## src/rtl/hex_scan_display.sv

```systemverilog
// Purpose: time-multiplexed hex display driver with guard band, per-digit blink and leading-zero blanking.
// Latency: outputs are registered. Each output cycle shows the scan position and display register of that same cycle.
// Backpressure: none; LOAD is accepted on every edge and the scan runs freely.
module hex_scan_display #(
  parameter int DIGITS       = 4,
  parameter int PRESCALE     = 1000,
  parameter int GUARD        = 1,
  parameter int BLINK_FRAMES = 64
) (
  input  logic                  CLK,
  input  logic                  RST_N,
  input  logic [4*DIGITS-1:0]   DIN,
  input  logic                  LOAD,
  input  logic [DIGITS-1:0]     DP,
  input  logic [DIGITS-1:0]     BLINK,
  input  logic                  BLANK_LZ,
  output logic                  Qa,
  output logic                  Qb,
  output logic                  Qc,
  output logic                  Qd,
  output logic                  Qe,
  output logic                  Qf,
  output logic                  Qg,
  output logic                  Qdp,
  output logic [DIGITS-1:0]     DIG,
  output logic                  FRAME
);

  localparam int PW = (PRESCALE > 1) ? $clog2(PRESCALE) : 1;
  localparam int KW = (DIGITS > 1) ? $clog2(DIGITS) : 1;
  localparam int CW = (BLINK_FRAMES > 1) ? $clog2(BLINK_FRAMES) : 1;

  localparam logic [PW-1:0] P_LAST  = PW'(PRESCALE - 1);
  localparam logic [PW-1:0] P_GUARD = PW'(GUARD);
  localparam logic [KW-1:0] K_LAST  = KW'(DIGITS - 1);
  localparam logic [CW-1:0] C_LAST  = CW'(BLINK_FRAMES - 1);

  // Scan state. r_run is clear until the first edge after reset, so that
  // edge parks the scan at P=0/K=0 instead of advancing past it.
  logic                r_run;
  logic [PW-1:0]       r_p;
  logic [KW-1:0]       r_k;
  logic [CW-1:0]       r_bcnt;
  logic                r_b;
  logic [4*DIGITS-1:0] r_disp;
  logic [DIGITS-1:0]   r_dp;

  // Registered outputs
  logic [6:0]          r_seg;
  logic                r_qdp;
  logic [DIGITS-1:0]   r_dig;
  logic                r_frame;

  // Next-state values; the output registers are loaded from these so that
  // each output cycle matches the state held in that cycle.
  logic                w_tick;
  logic                w_frame_cur;
  logic [PW-1:0]       w_p_nxt;
  logic [KW-1:0]       w_k_nxt;
  logic [CW-1:0]       w_bcnt_nxt;
  logic                w_b_nxt;
  logic [4*DIGITS-1:0] w_disp_nxt;
  logic [DIGITS-1:0]   w_dp_nxt;

  logic [DIGITS-1:0]   w_lz;
  logic                w_zero_run;
  logic                w_blank;
  logic [DIGITS-1:0]   w_dig;
  logic [6:0]          w_seg;
  logic                w_qdp;
  logic                w_frame;

  function automatic logic [6:0] f_seg7(input logic [3:0] i_nib);
    logic [6:0] v_seg;
    case (i_nib)
      4'h0: v_seg = 7'h3F;
      4'h1: v_seg = 7'h06;
      4'h2: v_seg = 7'h5B;
      4'h3: v_seg = 7'h4F;
      4'h4: v_seg = 7'h66;
      4'h5: v_seg = 7'h6D;
      4'h6: v_seg = 7'h7D;
      4'h7: v_seg = 7'h27;
      4'h8: v_seg = 7'h7F;
      4'h9: v_seg = 7'h6F;
      4'hA: v_seg = 7'h77;
      4'hB: v_seg = 7'h7C;
      4'hC: v_seg = 7'h39;
      4'hD: v_seg = 7'h5E;
      4'hE: v_seg = 7'h79;
      default: v_seg = 7'h71;
    endcase
    return v_seg;
  endfunction

  // Advance prescaler, digit index and blink phase; capture the display value on LOAD.
  always_comb begin
    w_tick      = r_run && (r_p == P_LAST);
    w_frame_cur = w_tick && (r_k == K_LAST);
    w_p_nxt     = (!r_run || w_tick) ? '0 : r_p + PW'(1);
    w_k_nxt     = r_k;
    if (w_tick) begin
      w_k_nxt = (r_k == K_LAST) ? '0 : r_k + KW'(1);
    end
    w_bcnt_nxt = r_bcnt;
    w_b_nxt    = r_b;
    if (w_frame_cur) begin
      if (r_bcnt == C_LAST) begin
        w_bcnt_nxt = '0;
        w_b_nxt    = ~r_b;
      end else begin
        w_bcnt_nxt = r_bcnt + CW'(1);
      end
    end
    w_disp_nxt = LOAD ? DIN : r_disp;
    w_dp_nxt   = LOAD ? DP : r_dp;
  end

  // Derive the digit enable, segment code and frame pulse for the upcoming cycle.
  always_comb begin
    // w_lz[i] is set when nibbles i..DIGITS-1 are all zero
    w_lz       = '0;
    w_zero_run = 1'b1;
    for (int i = DIGITS - 1; i >= 0; i--) begin
      w_zero_run = w_zero_run && (w_disp_nxt[4*i +: 4] == 4'h0);
      w_lz[i]    = w_zero_run;
    end
    w_dig   = (w_p_nxt < P_GUARD) ? '0 : (DIGITS'(1) << w_k_nxt);
    w_frame = (w_p_nxt == P_LAST) && (w_k_nxt == K_LAST);
    // digit 0 is never leading-zero blanked so a zero value still shows "0"
    w_blank = (BLINK[w_k_nxt] && w_b_nxt) ||
              (BLANK_LZ && (w_k_nxt != '0) && w_lz[w_k_nxt]);
    w_seg   = '0;
    w_qdp   = 1'b0;
    if ((w_dig != '0) && !w_blank) begin
      w_seg = f_seg7(w_disp_nxt[{w_k_nxt, 2'b00} +: 4]);
      w_qdp = w_dp_nxt[w_k_nxt];
    end
  end

  // Scan and display state registers.
  always_ff @(posedge CLK or negedge RST_N) begin
    if (!RST_N) begin
      r_run  <= 1'b0;
      r_p    <= '0;
      r_k    <= '0;
      r_bcnt <= '0;
      r_b    <= 1'b0;
      r_disp <= '0;
      r_dp   <= '0;
    end else begin
      r_run  <= 1'b1;
      r_p    <= w_p_nxt;
      r_k    <= w_k_nxt;
      r_bcnt <= w_bcnt_nxt;
      r_b    <= w_b_nxt;
      r_disp <= w_disp_nxt;
      r_dp   <= w_dp_nxt;
    end
  end

  // Output registers.
  always_ff @(posedge CLK or negedge RST_N) begin
    if (!RST_N) begin
      r_seg   <= '0;
      r_qdp   <= 1'b0;
      r_dig   <= '0;
      r_frame <= 1'b0;
    end else begin
      r_seg   <= w_seg;
      r_qdp   <= w_qdp;
      r_dig   <= w_dig;
      r_frame <= w_frame;
    end
  end

  assign Qa    = r_seg[0];
  assign Qb    = r_seg[1];
  assign Qc    = r_seg[2];
  assign Qd    = r_seg[3];
  assign Qe    = r_seg[4];
  assign Qf    = r_seg[5];
  assign Qg    = r_seg[6];
  assign Qdp   = r_qdp;
  assign DIG   = r_dig;
  assign FRAME = r_frame;

endmodule

```

## config.mk

```make
export PLATFORM = sky130hd
export DESIGN_NAME = hex_scan_display
export DESIGN_NICKNAME = d
export VERILOG_FILES = /design/src/rtl/hex_scan_display.sv
export SDC_FILE = /design/constraint.sdc
export NUM_CORES = 1
export LEC_CHECK = 0
export CAP_MARGIN = 0
export CORE_ASPECT_RATIO = 0.7
export CORE_MARGIN = 2
export CORE_UTILIZATION = 49
export CTS_CLUSTER_SIZE = 16
export DETAILED_ROUTE_END_ITERATION = 16
export MAX_ROUTING_LAYER = met4
export PLACE_DENSITY = 0.76
export SYNTH_ARGS = -nofsm -noshare
export SYNTH_HDL_FRONTEND = slang
export SYNTH_SLANG_ARGS = --single-unit
```

## constraint.sdc

```tcl
create_clock -name CLK -period 3 [get_ports CLK]
set_input_delay 0.6 -clock CLK [delete_from_list [all_inputs] [get_ports CLK]]
set_output_delay 0.6 -clock CLK [all_outputs]
set_load 0.01 [all_outputs]
```

Word level (Yosys, flattened, before mapping)
Memories as Yosys holds them, arrays and structs flattened.
Index checks and enable logic that the tools add are counted.
- register bits after elaboration: 53
- bits in read-only memories: 112
- output and inout bits: 13
- logic and storage cells: 62
- memories: 1
- memories (name ; words ; width ; rd ports ; clocked after memory_dff ; write ports ; RTL line ; text):
    (name not given) ; 16 ; 7 ; 1 ; 0 ; 0 ; 75 ; case (i_nib)
- $add $sub $neg: 3
- order comparisons: 2
- eq/ne operators: 5
- shift operators: 2
- mux-type cells: 17
- bitwise logic cells: 1
- reduce and logical (&&, ||, !) cells: 20
- operators with widths (kind ; number):
    $eq 10x10->1 const B ; 2
    $logic_not 4->1 ; 4
    $mux 16 ; 1
    $shiftx 16x5->4 ; 1
    $add 10x1->10 const B ; 1
    $logic_and 1x1->1 ; 10
    $lt 10x1->1 const B ; 1
    $mux 10 ; 1
    $mux 4 ; 2
    $mux 7 ; 1
    $add 6x1->6 const B ; 1
    $bmux 1 s2 ; 3
    $eq 6x6->1 const B ; 1
    $mux 1 ; 6
    $mux 6 ; 1
    $eq 2x2->1 const B ; 2
    $mux 2 ; 2
    $reduce_bool 4->1 ; 1
    $shl 1x2->4 const A ; 1
    $lt 2x3->1 const B ; 1
    $add 2x1->2 const B ; 1
    $logic_not 1->1 ; 2
    $logic_or 1x1->1 ; 2
    $reduce_bool 2->1 ; 1
    $not 1->1 ; 1

Depth between registers and ports, before layout
Gate-level depths: netlist of run 1.
- word-level depth: 12
- depth in mapped cells: 14
- depth with buffers taken out: 12

Worst setup path after synthesis of run 1
OpenSTA, ideal clock, no wires.
- path kind: reg-to-reg
- start: reg r_p[4]
- end: reg r_seg[0]
- library setup time: 82 ps
- arrival: 2845 ps
- slack: 73 ps
- cell stages (with the launch flop): 15
- cells stage by stage: dfrtp_1 buf_6 or3b_1 buf_2 o31a_1 nor2_8 inv_4 buf_6 mux2i_1 mux2_2 inv_1 ha_1 a2111oi_0 a21oi_1 a31oi_1
- longest elaborated chain between the ends: 10
- ends and longest elaborated chain (item ; RTL line ; text):
    from (decl) ; 41 ; logic [PW-1:0] r_p;
    from (signal assigned) ; 153 ; r_p <= w_p_nxt;
    $eq 10x10->1 (*) ; 98 ; w_tick = r_run && (r_p == P_LAST);
    $logic_and 1x1->1 (*) ; 98 ;
    $mux 2 (*) ; 102 ; if (w_tick) begin
    named net w_k_nxt[1] ; 59 ; logic [KW-1:0] w_k_nxt;
    branches (longest 6 deep; another with $mem_v2 16x7) ; - ;
    $mux 7 (*) ; 135 ; if ((w_dig != '0) && !w_blank) begin
    named net w_seg[0] ; 69 ; logic [6:0] w_seg;
    to (signal assigned) ; 170 ; r_seg <= w_seg;
    to (decl) ; 49 ; logic [6:0] r_seg;
Mark *: on every way through the listed nets, which the timed path passes. The select of a mux whose other input is x is not followed.
A chain may end at the register's enable or synchronous reset.

Worst setup path after layout of run 1
- start: reg r_p[0]
- end: reg r_seg[0]
- longest elaborated chain between the ends: 10
- ends and longest elaborated chain (item ; RTL line):
    branches (longest 9 deep; another with $add 10x1->10) ; -
    $mux 7 (*) ; 135
    named net w_seg[0] ; 69
Marks and branches as above.

==> metrics.txt, run 1 <==
initial antenna violation count=0; Die Ht=66.8 µm; layout cells sized above 1=0.167; combinational share of power=0.195; Antenna Cells=0; Static Leak=approximately 1.5 nW; Post-DRT Antenna Nets=0; Num CTS Buffers=5; Total Wirelength=6.10 mm; drt wl/cell=15.9 µm; hpwl dp=4.38 mm; fraction of power spent switching nets=0.254; Max VDD drop=around 0.27 mV; nets=approximately 350; maxcap violations=0; placed cell count=375; largest net degree at the start of global routing=54; CP endpoint kind=flop; Layout area overhead=24.4%; Switch Pwr=between 0.0003 and 0.0004 W; Critical Path RT=about 3.2 ns; routability congestion estimate=0.898; Slew Limit Headroom=0.512; vias in the first global route=roughly 2100; initial DRC count=123; crit path cell chain=ha_2 > nand4_1 > o31a_1 > nor2_8 > inv_4 > mux2i_1 > mux2_2 > buf_4 > ha_1 > or3_1 > a31oi_1; setup violators final=0; most frequent cell after synthesis=dfrtp_1; gr ovfl total=0; Avg Inst Size Synth=10.7 µm²; synthesized area=~2800 µm²; Post-Synth Adder-Cell Area=0.0408; net count after synthesis=294; critical path class=flop to flop; largest area contributor in the netlist=dfrtp_1; CP Max Fanout=9; row cnt=22; Hold Slack=0.397 ns; clock tree sinks=53; Tot Pwr=approximately 0.0015 W; Compound-Gate Fraction of Synth Area=0.0874; status=finished clean; largest family of logic cells by synthesized area=simple AND/OR/NAND/NOR gates; starting density of the core=0.517; all-layer global routing usage=0.215; simple-gate area share of the yosys netlist=0.162; worst slew pin tran=0.725 ns; cell internal pwr=~0.0011 W; Die W=around 94 µm; post-synth top area share=0.480; first-pass detailed-route iteration total=5; Tcrit/Tclk final=0.950; Finished Layout Cells=roughly 380; flop2flop setup slack=~0.15 ns; Reg2Reg Depth=11; Max Slew Vio Count=0; Cell variety after synth=47; boundary pin count=41; CORE AREA=~5300 µm²; Setup Skew=0.00386 ns; worst min path class=input port to asynchronous set/reset pin; CP Capture Point=r_seg[0]$_DFF_PN0_; Cells after Synth=roughly 260; top post-synthesis cells by count=dfrtp_1 (53), nor2_1 (22), mux2_2 (19), nand2_1 (18), mux2i_1 (17); Clock Pin Slew Worst Setup and Hold Paths=~0.090 ns; H-Tree Depth=2; post-synthesis xor/xnor area fraction=0.0444; Post-synth ARST share=1.00; Post-synth EDFFs=0; clk_lat worst skew=0.30 ns; time the worst path needs with I/O delays and setup=roughly 2.9 ns; Synth warnings=0; root buf cell=clkbuf_8; slowest stage cell, crit path=o31a_1; CP startpoint kind=flop; DRC=0; Clk network pwr share=0.286; final core utilization=0.643; sequential share of the synthesized area=0.480; f_max=about 0.35 GHz; Hold Buf Count CTS=0; part of the power in registers=0.519; die area=6260 µm²; Pwr per Cell Area=437 nW/µm²; critical path arrival=just over 3 ns; I/O Buffers=40; mux cell area share after synthesis=0.139; reg2reg start=r_p[0]$_DFF_PN0_; Synth Register Bits=53; TritonCTS clock tree=built; routed vias=about 2100; CP max stage delay=between 0.4 and 0.5 ns; Synth Flop Type=dfrtp_1; CTS Buffer Depth=2; crit path launch=r_p[0]$_DFF_PN0_; post-DR vias/cell=5.50; largest cells by area after synthesis=dfrtp_1 (48%), mux2_2 (7.7%), mux2i_1 (6.2%); global-route wire length before repair=9.96 mm; Critical R2R Capture=r_seg[0]$_DFF_PN0_; final hold vios=0
-- sequential cells by signal, summed over array words and instances, names as in the netlist --
name and flops:
r_k 2, r_bcnt 6, DIG 4, r_seg 7
r_run 1, r_disp 16, r_p 10, r_b 1
r_dp 4, Qdp 1, FRAME 1
-- metal layers --
metal  global-route usage  part of all wire  vias up
li1                     -                 -     1018
met5                    -                 0        -
met1                0.304              0.49     1003
met4               0.0725             0.018        0
met2                0.313              0.43       79
met3               0.0407             0.063       13
-- cell usage in the layout, fill, tap and decap left out, types with 4 or more instances in the layout --
cell type	n
a21oi_1	4
and3_1	4
buf_4	15
clkbuf_8	7
clkdlybuf4s50_1	39
dfrtp_1	53
ha_1	8
inv_1	15
mux2_2	19
mux2i_1	17
nand2_1	18
nand3_1	6
nand4_1	6
nor2_1	22
nor3_1	9
nor4_1	5
o21ai_0	7
o31ai_1	4
xnor2_1	10
xor2_1	4
-- logic make-up (layout without fill, tap and decap cells) --
logic type / count (synthesis) / in the layout
adder cells (fa/ha/maj): 9 / 9
AO/OA/AOI/OAI: 33 / 33
multiplexers: 36 / 36
buffers and inverters: 25 / 80
other: 1 / 1
flip-flops: 53 / 53
XOR/XNOR: 14 / 14
AND/OR/NAND/NOR: 86 / 86
-- what timing repair did --
action,4_1_cts,5_1_grt
buffers inserted,0,1
resized for setup,0,5
setup endpoints to repair,0,6
-- metrics by stage --
stage               worst slack [ns]  area [µm²]  TNS (ns)
floorplan                     0.0726        2760         0
global placement              0.0686        3310         0
detailed placement           -0.0435        3310   -0.0435
CTS                           0.0703        3410         0
global route                -0.00624        3430  -0.00624
finish                         0.149        3430         0
-- cell type report --
type                            count  area [µm²]
Inverter                           16        62.6
Fill cell                         417        1910
Clock buffer                        7        96.3
Sequential cell                    53        1330
Tap cell                           72        90.1
Clock inverter                      1        5.00
Multi-Input combinational cell    179        1330
Timing Repair Buffer               56         528
-- worst min path at each step --
stage / from / cells after the start / to
CTS: RST_N / 2 / r_p[4]$_DFF_PN0_
detailed placement: r_bcnt[5]$_DFFE_PN0P_ / 1 / r_bcnt[5]$_DFFE_PN0P_
finish: RST_N / 2 / r_bcnt[4]$_DFFE_PN0P_
global route: RST_N / 2 / r_bcnt[4]$_DFFE_PN0P_
floorplan: RST_N / 0 / DIG[0]$_DFF_PN0_
global placement: r_bcnt[5]$_DFFE_PN0P_ / 1 / r_bcnt[5]$_DFFE_PN0P_
-- worst max-delay path: cells and delay by family, from the launching register on --
family	cells	cell delay (ns)
adder cells (fa/ha/maj)	2	0.43
buffers and inverters	2	0.25
multiplexers	2	0.43
AND/OR/NAND/NOR	3	0.67
flip-flops	1	0.41
AO/OA/AOI/OAI	2	0.58
-- power groups by stage --
stage	sequential, W	clock, W	combinational, W
floorplan	0.000798	0	0.000140
global placement	0.000791	0	0.000282
detailed placement	0.000793	0	0.000286
CTS	0.000779	0.000443	0.000291
global route	0.000784	0.000477	0.000320
finish	0.000779	0.000430	0.000293
No activity file was read; power rests on OpenSTA's default activity.
==> run 2: changes to the inputs <==
--- a/config.mk
+++ b/config.mk
@@ -13,6 +13,7 @@
 export DETAILED_ROUTE_END_ITERATION = 16
 export MAX_ROUTING_LAYER = met4
 export PLACE_DENSITY = 0.76
+export REMOVE_ABC_BUFFERS = 1
 export SYNTH_ARGS = -nofsm -noshare
 export SYNTH_HDL_FRONTEND = slang
 export SYNTH_SLANG_ARGS = --single-unit
==> run 2 against run 1 <==
- hold slack worse by 0.31 ns
- utilization up 1.8 points
- sequential share of layout area down 1.1 points
- first-iteration DRC count down 38%
- design area up 2.8%
- routed wire length down 0.97%
- final cell count up 1.8%
- clock skew up 0.0050 ns
- largest power group unchanged
==> metrics.txt, run 2 (synthesized netlist as in run 1, its figures left out) <==
Tot Pwr=0.00158 W; worst min path class=input port to asynchronous set/reset pin; time the worst path needs with I/O delays and setup=2.83 ns; initial antenna violation count=0; CORE AREA=roughly 5300 µm²; Max VDD drop=roughly 0.28 mV; drt wl/cell=between 15 and 20 µm; boundary pin count=41; DR top layer=met4; Total Wirelength=around 6 mm; CTS Buffer Depth=2; critical path class=flop to flop; nets=355; Max Slew Vio Count=0; final hold vios=0; Slew Limit Headroom=0.663; Static Leak=1.58 nW; row cnt=22; clk_lat worst skew=0.30 ns; largest net degree at the start of global routing=28; area of the multi-input gates=about 1400 µm²; Post-DRT Antenna Nets=0; placed cell count=~380; final setup TNS=0 ns; Die Ht=roughly 67 µm; initial DRC count=76; vias in the first global route=1967; routed vias=~2100; layout cells sized above 1=0.194; Reg2Reg Depth=10; status=finished clean; Layout area overhead=27.9%; first-pass detailed-route iteration total=4; number of fillers in the final layout=434; starting density of the core=0.517; hpwl dp=4.33 mm; flop2flop setup slack=around 0.17 ns; Finished Layout Cells=just under 400; Die W=~94 µm; worst slew pin tran=approximately 0.50 ns; global-route wire length before repair=about 10 mm; register area=about 1300 µm²; Largest register FFs=16; Clock Pin Slew Worst Setup and Hold Paths=around 0.090 ns; most frequent cells in the layout=dfrtp_1 (53), clkdlybuf4s50_1 (39), nor2_1 (22), buf_4 (22); root buf cell=clkbuf_8; commonest non-fill, non-tap cell in the layout=dfrtp_1; worst slack, placed=-0.0378 ns; post-DR vias/cell=~5.5; Largest regs=r_disp: 16 flops, r_p: 10 flops, r_seg: 7 flops; CP Max Fanout=10; setup violators final=0; CP endpoint kind=flop; H-Tree Depth=2; all-layer global routing usage=0.215; Biggest register=r_disp; I/O Buffers=40; routability congestion estimate=around 0.92; CP Capture Point=r_seg[0]$_DFF_PN0_; f_max=between 0.3 and 0.4 GHz; reg2reg start=r_p[4]$_DFF_PN0_; gr ovfl total=0; Setup WS post-layout=~0.17 ns; met2 routed wirelength=2.51 mm; Hold Slack=0.0833 ns; critical path arrival=slightly above 3 ns; Setup Skew=0.00890 ns; Tcrit/Tclk final=0.942; Antenna Cells=0; routed length on met1=around 3.1 mm; die area=6260 µm²; Critical R2R Capture=r_seg[0]$_DFF_PN0_; RSZ-0062 raised after global routing=no; DRC=0; TritonCTS clock tree=built; maxcap violations=0; Critical Path RT=3.23 ns; Pwr per Cell Area=roughly 450 nW/µm²; CP startpoint kind=flop; clock tree sinks=53; Num CTS Buffers=5; crit path launch=r_p[4]$_DFF_PN0_; met3 WL post-DR=between 400 and 500 µm
==> run 2: worst min path at each step <==
stage | start | endpoint | slack (ns) | depth (start not counted)
CTS | RST_N | r_p[5]$_DFF_PN0_ | 0.08 | 1
floorplan | RST_N | DIG[0]$_DFF_PN0_ | 0.30 | 0
detailed placement | RST_N | r_p[5]$_DFF_PN0_ | 0.42 | 1
finish | RST_N | r_p[5]$_DFF_PN0_ | 0.08 | 1
global route | RST_N | r_p[5]$_DFF_PN0_ | 0.08 | 1
global placement | RST_N | r_p[5]$_DFF_PN0_ | 0.41 | 1
==> run 2: through the flow <==
stage,area (µm²),util
after global routing,3530,0.661
after floorplan,2700,-
after detailed placement,3360,0.628
after global placement,3360,0.628
final,3530,0.661
after CTS,3480,0.651
==> run 2: layout make-up <==
type                    instances  share of cell area
multi-input cells             179               0.383
clock buffers                   6              0.0234
repair buffers                 63               0.164
well taps                      72              0.0255
flip-flops and latches         53               0.375
inverters                      16              0.0177
clock inverters                 2              0.0106
==> run 2: critical path, stage by stage, from the launching register on <==
cell and delay, ns:
dfrtp_1 0.39, or3b_1 0.47, o31a_1 0.36, nor2_8 0.12, inv_4 0.08, mux2i_1 0.13
mux2_2 0.29, buf_4 0.16, ha_1 0.20, or3_1 0.36, a31oi_1 0.17
==> run 2: where the power goes <==
| group | internal, W | switching (W) |
|---|---|---|
| Sequential | 0.000762 | 0.0000176 |
| Combinational | 0.000162 | 0.000144 |
| Clock | 0.000271 | 0.000225 |
==> run 2: metal layers <==
metal  global-route usage  vias up
met4               0.0670        0
met2                0.276       77
met5                    -        -
met1                0.339     1031
li1                     -     1029
met3               0.0396        6
==> run 2: what timing repair did <==
action | CTS | global route
setup buffers | 0 | 2
endpoints found under the hold margin | 0 | 0
gates resized for setup | 0 | 10
hold buffers | 0 | 0
setup endpoints to repair | 0 | 8
